`src/rtl/brick_collider.sv`:
```
// rtl/brick_collider.sv - per-frame ball/brick collision engine driving the renderer erase interface
module brick_collider #(
    parameter int BALL_SIZE       = 7,
    parameter int BLOCK_SPACING_X = 40,
    parameter int BLOCK_WIDTH     = 80,
    parameter int BLOCK_HEIGHT    = 30,
    parameter int FIRST_ROW_Y     = 40,
    parameter int SECOND_ROW_Y    = 90,
    parameter int SCAN_LINE       = 480
) (
    input  logic       CLK_25MH,
    input  logic       reset,
    input  logic [9:0] hor_count,
    input  logic [9:0] ver_count,
    input  logic [9:0] ball_x,
    input  logic [9:0] ball_y,
    output logic       erase_enable,
    output logic [5:0] erase_pos,
    output logic       bounce,
    output logic [3:0] blocks_left,
    output logic       all_cleared
);

    typedef enum logic [1:0] {
        IDLE  = 2'd0,
        SCAN  = 2'd1,
        ERASE = 2'd2
    } state_t;

    state_t      state;
    logic [3:0]  idx;
    logic [3:0]  hit_idx;
    logic [9:0]  active;
    logic [9:0]  lat_x;
    logic [9:0]  lat_y;

    logic        start;
    logic        hit;
    logic [3:0]  col;
    logic [10:0] brick_x;
    logic [10:0] brick_y;
    logic [10:0] ball_l;
    logic [10:0] ball_t;

    assign start       = (hor_count == 10'd0) && (ver_count == 10'(SCAN_LINE)) && (blocks_left != 4'd0);
    assign all_cleared = (blocks_left == 4'd0);

    // 11-bit compares keep a ball near x=1023 from wrapping onto low bricks
    always_comb begin
        col     = (idx >= 4'd5) ? (idx - 4'd5) : idx;
        brick_x = 11'(BLOCK_SPACING_X) + 11'(BLOCK_SPACING_X + BLOCK_WIDTH) * {7'd0, col};
        brick_y = (idx < 4'd5) ? 11'(FIRST_ROW_Y) : 11'(SECOND_ROW_Y);
        ball_l  = {1'b0, lat_x};
        ball_t  = {1'b0, lat_y};
        hit     = (ball_l <= brick_x + 11'(BLOCK_WIDTH)) &&
                  (ball_l + 11'(BALL_SIZE) >= brick_x) &&
                  (ball_t <= brick_y + 11'(BLOCK_HEIGHT)) &&
                  (ball_t + 11'(BALL_SIZE) >= brick_y) &&
                  active[idx];
    end

    always_ff @(posedge CLK_25MH or posedge reset) begin
        if (reset) begin
            state        <= IDLE;
            idx          <= 4'd0;
            hit_idx      <= 4'd0;
            active       <= 10'h3FF;
            blocks_left  <= 4'd10;
            lat_x        <= 10'd0;
            lat_y        <= 10'd0;
            erase_enable <= 1'b0;
            erase_pos    <= 6'd0;
            bounce       <= 1'b0;
        end else begin
            erase_enable <= 1'b0;
            bounce       <= 1'b0;
            case (state)
                IDLE: begin
                    if (start) begin
                        lat_x <= ball_x;
                        lat_y <= ball_y;
                        idx   <= 4'd0;
                        state <= SCAN;
                    end
                end
                SCAN: begin
                    if (hit) begin
                        hit_idx      <= idx;
                        erase_enable <= 1'b1;
                        bounce       <= 1'b1;
                        erase_pos    <= {2'b00, idx};
                        state        <= ERASE;
                    end else if (idx == 4'd9) begin
                        state <= IDLE;
                    end else begin
                        idx <= idx + 4'd1;
                    end
                end
                ERASE: begin
                    active[hit_idx] <= 1'b0;
                    blocks_left     <= blocks_left - 4'd1;
                    state           <= IDLE;
                end
                default: state <= IDLE;
            endcase
        end
    end

endmodule

```
`config.mk`:
```
export PLATFORM = sky130hd
export DESIGN_NAME = brick_collider
export DESIGN_NICKNAME = d
export VERILOG_FILES = /design/src/rtl/brick_collider.sv
export SDC_FILE = /design/constraint.sdc
export NUM_CORES = 1
export LEC_CHECK = 0
export BUFFER_PORTS_ARGS = -buffer_cell sky130_fd_sc_hd__buf_2
export CAP_MARGIN = 10
export CELL_PAD_IN_SITES_DETAIL_PLACEMENT = 0
export CELL_PAD_IN_SITES_GLOBAL_PLACEMENT = 1
export CORE_MARGIN = 1
export CORE_UTILIZATION = 41
export DETAILED_ROUTE_END_ITERATION = 8
export PLACE_DENSITY = 0.78
export SLEW_MARGIN = 20
export SYNTH_ARGS = -nofsm -noshare
export SYNTH_HDL_FRONTEND = slang
export SYNTH_SLANG_ARGS = --single-unit
```
`constraint.sdc`:
```
create_clock -name CLK_25MH -period 5.9 [get_ports CLK_25MH]
set_input_delay 1.18 -clock CLK_25MH [delete_from_list [all_inputs] [get_ports CLK_25MH]]
set_output_delay 1.18 -clock CLK_25MH [all_outputs]
set_load 0.03 [all_outputs]
```
After elaboration in Yosys (flattened, before gate mapping) --
Index checks and enable logic that the tools add are counted.
Operators by class: $lt $le $gt $ge 9, bitwise operators 2, $add $sub $neg 8, multiplexer cells 16, equality and inequality tests 8, multipliers 1, reduce and logical (&&, ||, !) cells 16
Operator list (number):
- adder 10 x 3 -> 11 bit (second input constant) | 2
- 2-to-1 mux 4 bit | 4
- adder 11 x 7 -> 11 bit (second input constant) | 1
- adder 6 x 11 -> 11 bit (first input constant) | 1
- >= comparator 11 bit | 1
- >= comparator 11 x 7 -> 1 bit | 1
- less-or-equal comparator 10 x 11 -> 1 bit | 1
- AND 10 bit | 1
- equality test 10 x 9 -> 1 bit (second input constant) | 1
- less-or-equal comparator 10 x 8 -> 1 bit | 1
- zero test 10 bit | 1
- less-than comparator 4 x 5 -> 1 bit (second input constant) | 2
- inverter 10 bit | 1
- adder 7 x 5 -> 8 bit (second input constant) | 1
- multiplier 4 x 4 -> 8 bit (first input constant) | 1
- one-hot mux 4 bit (2 select lines) | 1
- logical AND 1 bit | 7
- 2-to-1 mux 7 bit | 1
- 2-to-1 mux 2 bit | 3
- inequality test 2 bit (second input constant) | 3
- AND reduction 2 bit | 3
- adder 4 x 1 -> 4 bit (second input constant) | 1
- binary-select mux 1 bit (select 4 bit) | 1
- demux 1 bit (select 4 bit) | 1
- other kinds (16) | 19
Word-level totals: register bits after elaboration 45, output and inout port bits 13, logic and storage cells 68, input port bits 42

Depth between registers and ports, before layout --
Gate-level depths: netlist (run 1).
word-level depth 12, mapped depth 27, depth with buffers taken out 26

Worst setup path after synthesis (run 1) --
No wires, ideal clock.
path kind reg-to-reg, from register idx[0], to register idx[0], stages on the path, launching flop included 28, required time 5.790 ns, path buffers 1, period minus slack after synthesis 6.387 ns, data arrival time 6.276 ns, library setup time 0.110 ns, path slack -0.487 ns, path through dfrtp_1 -> buf_4 -> inv_1 -> ha_1 -> nor2b_1 -> or4_1 -> a21oi_1 -> inv_1 -> fa_1 -> inv_1 -> fa_1 -> inv_1 -> fa_1 -> a21o_1 -> nand4_1 -> nand4_1 -> a311o_2 -> nand3b_4 -> xnor2_4 -> ha_1 -> nand3_1 -> a21oi_1 -> o311ai_1 -> or4b_4 -> or3_1 -> mux2i_2 -> o21ai_0 -> o41ai_1
On the way: longest elaborated chain between the ends 12, elaborated cells on any way between the ends 27, those cells by class add/sub (5); mul (1); order compare (6); eq/ne (3); mux (7); reduce/logical (5)
RTL lines:
- from (decl) | line 31 | logic [3:0] idx;
- from (signal assigned) | line 96 | idx <= idx + 4'd1;
- subtractor 4 x 3 -> 4 bit or >= comparator 4 x 3 -> 1 bit (tied branches) | line 50 | col = (idx >= 4'd5) ? (idx - 4'd5) : idx;
- 2-to-1 mux 4 bit | line 50
- multiplier 4 x 4 -> 8 bit | line 51 | brick_x = 11'(BLOCK_SPACING_X) + 11'(BLOCK_SPACING_X + BLOCK_WIDTH) * {7'd0, col};
- adder 6 x 11 -> 11 bit | line 51
- adder 11 x 7 -> 11 bit | line 55 | hit = (ball_l <= brick_x + 11'(BLOCK_WIDTH)) &&
- less-or-equal comparator 10 x 11 -> 1 bit | line 55
- logical AND 1 bit | line 55
- logical AND 1 bit | line 56 | (ball_l + 11'(BALL_SIZE) >= brick_x) &&
- logical AND 1 bit | line 57 | (ball_t <= brick_y + 11'(BLOCK_HEIGHT)) &&
- logical AND 1 bit | line 58 | (ball_t + 11'(BALL_SIZE) >= brick_y) &&
- inequality test 2 bit (no source line)
- AND reduction 4 bit (no source line)
Parallel ways exist; a longest one is shown, timed or not. The select of a mux whose other input is x is not followed. A chain may end at the register's enable or synchronous reset.

Worst setup path after layout (run 1) --
from register idx[0], to register idx[1]
Same word-level chain as after synthesis.

==> impl_results.md, run 1 <==
* Remaining Overflow, GRT at 0
* Power per unit of standard cell area at 115.7 nW/um^2
* Number of global-route vias before repair at 2882
* Routed vias at 2975
* Leak pwr at 2.272 nW
* Setup repair after global routing missed its margin: yes
* Per-instance average area after synthesis at 9.982 sq um
* Worst slack after detailed placement at -0.2585 ns
* Skew-Pair Late Insertion Delay at 0.31 ns
* Number of H-tree levels at 2
* Proportion of power drawn by the clock network at 0.378
* Leading cell types in the layout, fill and taps excluded: sky130_fd_sc_hd__buf_2 (52), sky130_fd_sc_hd__buf_4 (44), sky130_fd_sc_hd__ha_1 (39)
* Die outline area at 9293 sq um
* Min-Delay Endpoint: active[7]$_DFFE_PP1N_
* Fraction of synthesis flops using an asynchronous set or reset pin at 1.000
* # port buffers at 52
* Cell depth of the worst hold path at 2
* Synthesized area at 3654 sq um
* Slowest cell delay on critical path at 0.52 ns
* Total wire length at 7.845 mm
* Core ar. at 8678 sq um
* Post-CTS clock slew at the launch and capture registers of the worst setup and hold paths at 0.10 ns
* Kind of cell with the highest combined delay on the critical path: simple AND/OR/NAND/NOR gates
* Area growth from synthesis to layout at 25.82%
* Setup violators final at 2
* Net switching component of the power at 0.1262 mW
* Slowest stage cell on the critical path: sky130_fd_sc_hd__fa_1
* CTS Buf Count at 5
* Highest attainable clock frequency at 166.8 MHz
* Source of the worst hold timing path: active[7]$_DFFE_PP1N_
* Most frequent standard cell in the layout excluding fill and tap cells: sky130_fd_sc_hd__buf_2
* First-pass detailed-route iteration total at 4
* Comb pwr share at 0.042
* EDFF count, synth at 0
* Vias/cell at 5.219
* Run status: complete, but fails checks
* Syn Inst Count at 366
* Overall fraction of global-route tracks in use at 0.1818
* Unique cell type count in the Yosys netlist at 64
* Standard-cell rows at 34
* Final layout net count at 550
* Slew of the pin with the lowest slew margin at 0.6535 ns
* Data required time at the worst endpoint at 6.10 ns
* Number of pins exceeding their max-slew limit in the final report at 0
* Die Span Y at 96.40 um
* Register share of total power at 0.580
* ANT cells at 0
* Count of clock tree sinks at 45
* Number of top-level pins at 55
* Starting Density at 0.4210
* Filler instances at 846
* Reg area at 1142 sq um
* Beginning of the worst register-to-register path: idx[0]$_DFFE_PP0P_
* Post-Route Hold Slack at 0.4527 ns
* Share of synthesized area occupied by flip-flops and latches at 0.3123
* Initial antenna violation count at 0
* Seq cells post-synth at 45
* CP Class: reg -> reg
* Final number of hold-violating endpoints at 0
* Critical Path Sink Type: register
* Area used by multi-input combinational logic at 2486 sq um
* Worst Path Max Fanout at 5
* Least setup slack across all paths after layout at -0.09490 ns
* CTS hold repair buffers at 0
* Share of post-route cells with drive strength above 1 at 0.3853
* Logic depth of the worst register-to-register path at 26
* Remaining routing DRC violations at 0
* ANT nets after route at 0
* Max-capacitance violation count at 0
* WP data arrival at 6.19 ns
* Worst-case headroom to the max-slew limit at 0.5643
* Max VDD drop at 0.0001071 V
* Min-delay worst type: reg -> reg
* Wirelength per Cell at 13.76 um
* Yosys synthesis warning count at 0
* First-pass GRT wire length at 13.17 mm
* Post-route non-filler standard cell count at 570
* Main flop type after synthesis: sky130_fd_sc_hd__dfrtp_1
* Fraction of power spent switching nets at 0.2373
* Post-detail-place hpwl at 6.127 mm
* Internal cell power at 0.4056 mW
* CTS tree: built
* Final worst path period need at 5.995 ns
* Kind of start point of the critical path: register
* Final Wtd Congestion at 0.7738
* Buffers plus inverters on the worst setup path at 4
* Instance count after placement with tap cells included at 550
* Cell at the root of the clock tree: sky130_fd_sc_hd__clkbuf_8
* Largest net degree at the start of global routing at 46
* Number of DRC violations after detailed-routing iteration 0 at 65
* Horizontal die dimension at 96.40 um
* Buffers from clock root to sink, at most at 2
* Worst R2R Setup Slack at -0.09 ns
* Final cycle utilization of the critical path at 1.016
* Violations in the final reports: setup timing
* Final Skew at 0.01021 ns
* Endpoint of the lowest-slack register-to-register path: idx[1]$_DFFE_PP0P_
## metrics by stage
stage	util	TNS, ns	power (mW)	cell area (sq um)
after floorplan	-	-0.6239	0.3227	3705
after global placement	0.4950	-0.2808	0.3366	4295
after detailed placement	0.4950	-0.6917	0.3373	4295
after CTS	0.5174	-0.1403	0.5413	4491
after global routing	0.5297	-0.9844	0.5582	4597
final	0.5297	-0.1557	0.5318	4597
## how the worst max path moves through the flow
stage | from | to | slack [ns] | cells after the start
floorplan | idx[1]$_DFFE_PP0P_ | idx[0]$_DFFE_PP0P_ | -0.22 | 27
global placement | idx[0]$_DFFE_PP0P_ | idx[0]$_DFFE_PP0P_ | -0.11 | 26
detailed placement | idx[0]$_DFFE_PP0P_ | idx[1]$_DFFE_PP0P_ | -0.26 | 26
CTS | idx[0]$_DFFE_PP0P_ | idx[1]$_DFFE_PP0P_ | -0.08 | 26
global route | idx[0]$_DFFE_PP0P_ | idx[1]$_DFFE_PP0P_ | -0.31 | 26
finish | idx[0]$_DFFE_PP0P_ | idx[1]$_DFFE_PP0P_ | -0.09 | 26
## power groups by stage
stage / clock (mW) / sequential [mW] / combinational, mW
final: 0.201 / 0.309 / 0.0222
after global routing: 0.224 / 0.309 / 0.0252
after CTS: 0.210 / 0.309 / 0.0229
after detailed placement: 0 / 0.314 / 0.0229
after global placement: 0 / 0.314 / 0.0222
after floorplan: 0 / 0.314 / 0.00831
## registers in the layout (all words and copies together) (netlist names)
signal / count
idx: 4
lat_y: 10
erase_pos: 4
state: 2
lat_x: 10
blocks_left: 4
active: 10
bounce: 1
## worst min-delay path, cell delays in order (launching register included)
cell,delay [ns]
sky130_fd_sc_hd__dfstp_2,0.38
sky130_fd_sc_hd__inv_1,0.04
sky130_fd_sc_hd__a31oi_1,0.04
## cell type report
| class | count | share of cell area |
|---|---|---|
| clock inverter | 3 | 0.005444 |
| sequential | 45 | 0.2485 |
| inverter | 36 | 0.02994 |
| multi-input combinational | 276 | 0.5408 |
| clock buffer | 5 | 0.01497 |
| timing repair buffer | 97 | 0.1309 |
| tap | 108 | 0.02940 |
## Yosys cell counts, types with 7 or more instances
| master | instances | share of area |
|---|---|---|
| sky130_fd_sc_hd__ha_1 | 43 | 0.15 |
| sky130_fd_sc_hd__dfstp_2 | 12 | 0.086 |
| sky130_fd_sc_hd__mux2_2 | 16 | 0.049 |
| sky130_fd_sc_hd__o21ai_0 | 20 | 0.027 |
| sky130_fd_sc_hd__a21oi_1 | 9 | 0.012 |
| sky130_fd_sc_hd__dfrtp_1 | 33 | 0.23 |
| sky130_fd_sc_hd__nor2b_1 | 10 | 0.017 |
| sky130_fd_sc_hd__a21o_1 | 7 | 0.014 |
| sky130_fd_sc_hd__xnor2_1 | 16 | 0.038 |
| sky130_fd_sc_hd__nor2_1 | 9 | 0.0092 |
| sky130_fd_sc_hd__xor2_1 | 10 | 0.024 |
| sky130_fd_sc_hd__inv_1 | 33 | 0.034 |
| sky130_fd_sc_hd__nand2_1 | 22 | 0.023 |
## kinds of logic (layout without fill, tap and decap cells)
| logic type | count (synthesis) | count (layout) | share of synthesized area |
|---|---|---|---|
| simple gates | 100 | 100 | 0.1630 |
| compound gates | 72 | 72 | 0.1370 |
| fa+ha+maj | 47 | 47 | 0.1692 |
| buf+inv | 46 | 141 | 0.05274 |
| flops | 45 | 45 | 0.3123 |
| xor+xnor | 29 | 29 | 0.07877 |
| mux | 26 | 26 | 0.08596 |
| other cells | 1 | 2 | 0.001026 |
## routing by layer
layer	global-route usage	wire (um)	share of wire
met5	0	0	0
met4	0.05147	119	0.015
met3	0.01643	171	0.022
met2	0.3121	3790	0.48
met1	0.2446	3764	0.48
## repair_timing
item | CTS | global route
gates cloned | 0 | 0
buffers inserted | 8 | 4
hold endpoints to repair | 0 | 0
pin swaps | 8 | 5
endpoints found under the setup margin | 4 | 9
resized for setup | 8 | 14
(Power assumes the default switching activity.)
==> inputs of run 2 (changes only) <==
- ABC_AREA: default -> 1
- CORE_UTILIZATION: 41 -> 39
- PLACE_DENSITY: 0.78 -> 0.76
==> run 2 against run 1 <==
Compared with the run above:
- power rose by 6.9%
- core utilization fell by 7.4 points
- the run now ends clean
- clock skew shrank 0.0038 ns
- register-to-register slack improved by 0.60 ns
- routed wire length increased by 0.99%
- non-clock buffer count decreased by 38
- cell area shrank 3.5%
- worst setup slack gained 0.60 ns
==> impl_results.md, run 2 <==
* Run status: finished, final reports clean
* Number of pins exceeding their max-slew limit in the final report at 0
* Number of H-tree levels at 2
* Max-capacitance violation count at 0
* Fraction of synthesis flops using an asynchronous set or reset pin at 1.000
* CTS Buf Count at 5
* Filler instances at 989
* Most frequent standard cell in the layout excluding fill and tap cells: sky130_fd_sc_hd__nand2_1
* Min-delay worst type: reg -> reg
* Wirelength per Cell at 11.99 um
* Vias/cell at 4.785
* Power per unit of standard cell area at 128.1 nW/um^2
* Initial antenna violation count at 0
* Area growth from synthesis to layout at 13.84%
* Per-instance average area after synthesis at 8.290 sq um
* Number of global-route vias before repair at 3056
* Count of clock tree sinks at 45
* Worst slack after detailed placement at 0.3639 ns
* Remaining Overflow, GRT at 0
* Routed vias at 3163
* CTS tree: built
* Max VDD drop at 0.0001103 V
* Starting Density at 0.4005
* Core ar. at 9729 sq um
* Min-Delay Endpoint: active[9]$_DFFE_PP1N_
* Data required time at the worst endpoint at 6.09 ns
* Final worst path period need at 5.396 ns
* Seq cells post-synth at 45
* Final number of hold-violating endpoints at 0
* Slew of the pin with the lowest slew margin at 0.9164 ns
* Setup repair after global routing missed its margin: no
* Commonest cells in the synthesized netlist: sky130_fd_sc_hd__nand2_1 (76), sky130_fd_sc_hd__inv_1 (73), sky130_fd_sc_hd__ha_1 (43)
* Remaining routing DRC violations at 0
* Leak pwr at 2.446 nW
* Post-CTS clock slew at the launch and capture registers of the worst setup and hold paths at 0.08 ns
* Yosys synthesis warning count at 0
* Share of post-route cells with drive strength above 1 at 0.3030
* Worst-case headroom to the max-slew limit at 0.3882
* Total wire length at 7.923 mm
* ANT cells at 0
* Buffers from clock root to sink, at most at 2
* EDFF count, synth at 0
* Setup TNS at 0 ns
* Final Wtd Congestion at 0.8230
* WP data arrival at 5.58 ns
* ANT nets after route at 0
* Post-detail-place hpwl at 6.467 mm
* Final Skew at 0.006419 ns
* CP Class: reg -> reg
* Portion of synthesized cell area occupied by the leading cell type at 0.2119
* Largest net degree at the start of global routing at 46
* Cell depth of the worst hold path at 2
* Kind of cell with the highest combined delay on the critical path: adder cells
* Kind of start point of the critical path: register
* Endpoint of the lowest-slack register-to-register path: erase_pos[1]$_DFFE_PP0P_
* Synthesized area at 3896 sq um
* Syn Inst Count at 470
* Highest attainable clock frequency at 185.3 MHz
* Leading cell types in the layout, fill and taps excluded: sky130_fd_sc_hd__nand2_1 (76), sky130_fd_sc_hd__inv_1 (72), sky130_fd_sc_hd__buf_2 (52)
* Beginning of the worst register-to-register path: idx[1]$_DFFE_PP0P_
* Critical Path Sink Type: register
* Setup violators final at 0
* Final cycle utilization of the critical path at 0.9145
* Post-synthesis cell type with the largest combined area: sky130_fd_sc_hd__dfrtp_1
* Least setup slack across all paths after layout at 0.5043 ns
* Number of DRC violations after detailed-routing iteration 0 at 87
* Final layout net count at 616
* Die outline area at 10390 sq um
* Logic depth of the worst register-to-register path at 28
* Worst R2R Setup Slack at 0.50 ns
* Most frequent cell after synthesis: sky130_fd_sc_hd__nand2_1
* Buffers plus inverters on the worst setup path at 7
* Number of top-level pins at 55
* Slowest cell delay on critical path at 0.60 ns
* Source of the worst hold timing path: active[9]$_DFFE_PP1N_
* Biggest regs: active x10, lat_x x10, lat_y x10
* Slowest stage cell on the critical path: sky130_fd_sc_hd__fa_1
* Overall fraction of global-route tracks in use at 0.1698
* Cell at the root of the clock tree: sky130_fd_sc_hd__clkbuf_8
* Main flop type after synthesis: sky130_fd_sc_hd__dfrtp_1
* Horizontal die dimension at 102.0 um
* First-pass detailed-route iteration total at 4
* # port buffers at 52
* Worst Path Max Fanout at 9
* Cell types occupying the most area after synthesis: sky130_fd_sc_hd__dfrtp_1 (21%), sky130_fd_sc_hd__ha_1 (14%), sky130_fd_sc_hd__dfstp_2 (8.1%), sky130_fd_sc_hd__nand2_1 (7.3%), sky130_fd_sc_hd__inv_1 (7.0%)
* Skew-Pair Late Insertion Delay at 0.29 ns
* Share of synthesized area occupied by flip-flops and latches at 0.2929
* Standard-cell rows at 36
* Unique cell type count in the Yosys netlist at 45
* Die Span Y at 102.0 um
* First-pass GRT wire length at 14.00 mm
==> run 2: cell types whose count changed after synthesis, moves of 6 or more <==
cell                       change
sky130_fd_sc_hd__nand2_2      +19
sky130_fd_sc_hd__nand2_4       +7
sky130_fd_sc_hd__nand2_1      +54
sky130_fd_sc_hd__nand2b_1      -6
sky130_fd_sc_hd__inv_1        +40
sky130_fd_sc_hd__nand4_1      +10
sky130_fd_sc_hd__a21o_1        -6
sky130_fd_sc_hd__nor2_1       +21
sky130_fd_sc_hd__xnor2_1      -14
sky130_fd_sc_hd__nand3_1      +16
sky130_fd_sc_hd__nand3_2       +6
sky130_fd_sc_hd__nor2b_1      -10
sky130_fd_sc_hd__a21boi_0      -6
==> run 2: metal layers <==
| layer | vias up | track usage | part of all wire |
|---|---|---|---|
| met4 | 0 | 0.05385 | 0.0093 |
| met3 | 4 | 0.01642 | 0.024 |
| met2 | 48 | 0.2833 | 0.47 |
| li1 | 1642 | - | - |
| met1 | 1469 | 0.2325 | 0.50 |
| met5 | - | 0 | 0 |
==> run 2: worst max-delay path by stage <==
| stage | from | end | cells after the start |
|---|---|---|---|
| finish | idx[1]$_DFFE_PP0P_ | erase_pos[1]$_DFFE_PP0P_ | 28 |
| CTS | idx[0]$_DFFE_PP0P_ | idx[3]$_DFFE_PP0P_ | 28 |
| global placement | idx[0]$_DFFE_PP0P_ | idx[0]$_DFFE_PP0P_ | 28 |
| global route | idx[1]$_DFFE_PP0P_ | idx[3]$_DFFE_PP0P_ | 28 |
| detailed placement | idx[0]$_DFFE_PP0P_ | idx[3]$_DFFE_PP0P_ | 28 |
| floorplan | idx[0]$_DFFE_PP0P_ | erase_pos[0]$_DFFE_PP0P_ | 30 |
==> run 2: power breakdown <==
group / leakage, nW / internal [mW] / switching, mW
Sequential: 0.583 / 0.309 / 0.000000150
Combinational: 1.80 / 0.0103 / 0.0116
Clock: 0.0585 / 0.138 / 0.0997
Total: 2.45 / 0.457 / 0.111
==> run 2: area by class of cell <==
cell class	instances	area, sq um	share of cell area
Sequential cell	45	1142	0.2575
Inverter	82	309.0	0.06968
Clock inverter	1	30.03	0.006770
Tap cell	133	166.4	0.03752
Timing Repair Buffer	59	325.3	0.07334
Clock buffer	7	86.33	0.01946
Multi-Input combinational cell	334	2376	0.5357
==> run 2: cells by family (layout without fill, tap and decap cells) <==
family / Yosys count / count (layout) / synth area share
buf+inv: 92 / 149 / 0.09890
other cells: 1 / 2 / 0.0009625
simple gates: 198 / 198 / 0.2723
compound gates: 50 / 50 / 0.08028
xor+xnor: 17 / 17 / 0.03822
mux: 20 / 20 / 0.05780
flops: 45 / 45 / 0.2929
fa+ha+maj: 47 / 47 / 0.1586
==> run 2: worst reg2reg max path, delay by kind of cell, from the launching register on <==
kind | cells | cell delay, ns
fa+ha+maj | 5 | 2.22
simple gates | 14 | 1.52
buf+inv | 7 | 0.70
flops | 1 | 0.45
compound gates | 2 | 0.39
==> run 2: timing repair <==
item / in CTS / in global routing
hold endpoints to repair: 0 / 0
resized for setup: 0 / 2
endpoints found under the setup margin: 0 / 9
hold buffers: 0 / 0
buffers inserted: 0 / 4
==> run 2: metrics by stage <==
step                      instances  area (sq um)  power (mW)  hold slack (ns)    util
after global placement          649          4273      0.3364           0.4450  0.4392
final                           661          4436      0.5683           0.4647  0.4559
after floorplan                 471          3900      0.3229           0.4280       -
after CTS                       657          4389      0.5762           0.4620  0.4511
after detailed placement        649          4273      0.3372           0.4495  0.4392
after global routing            661          4436      0.5889           0.4934  0.4559
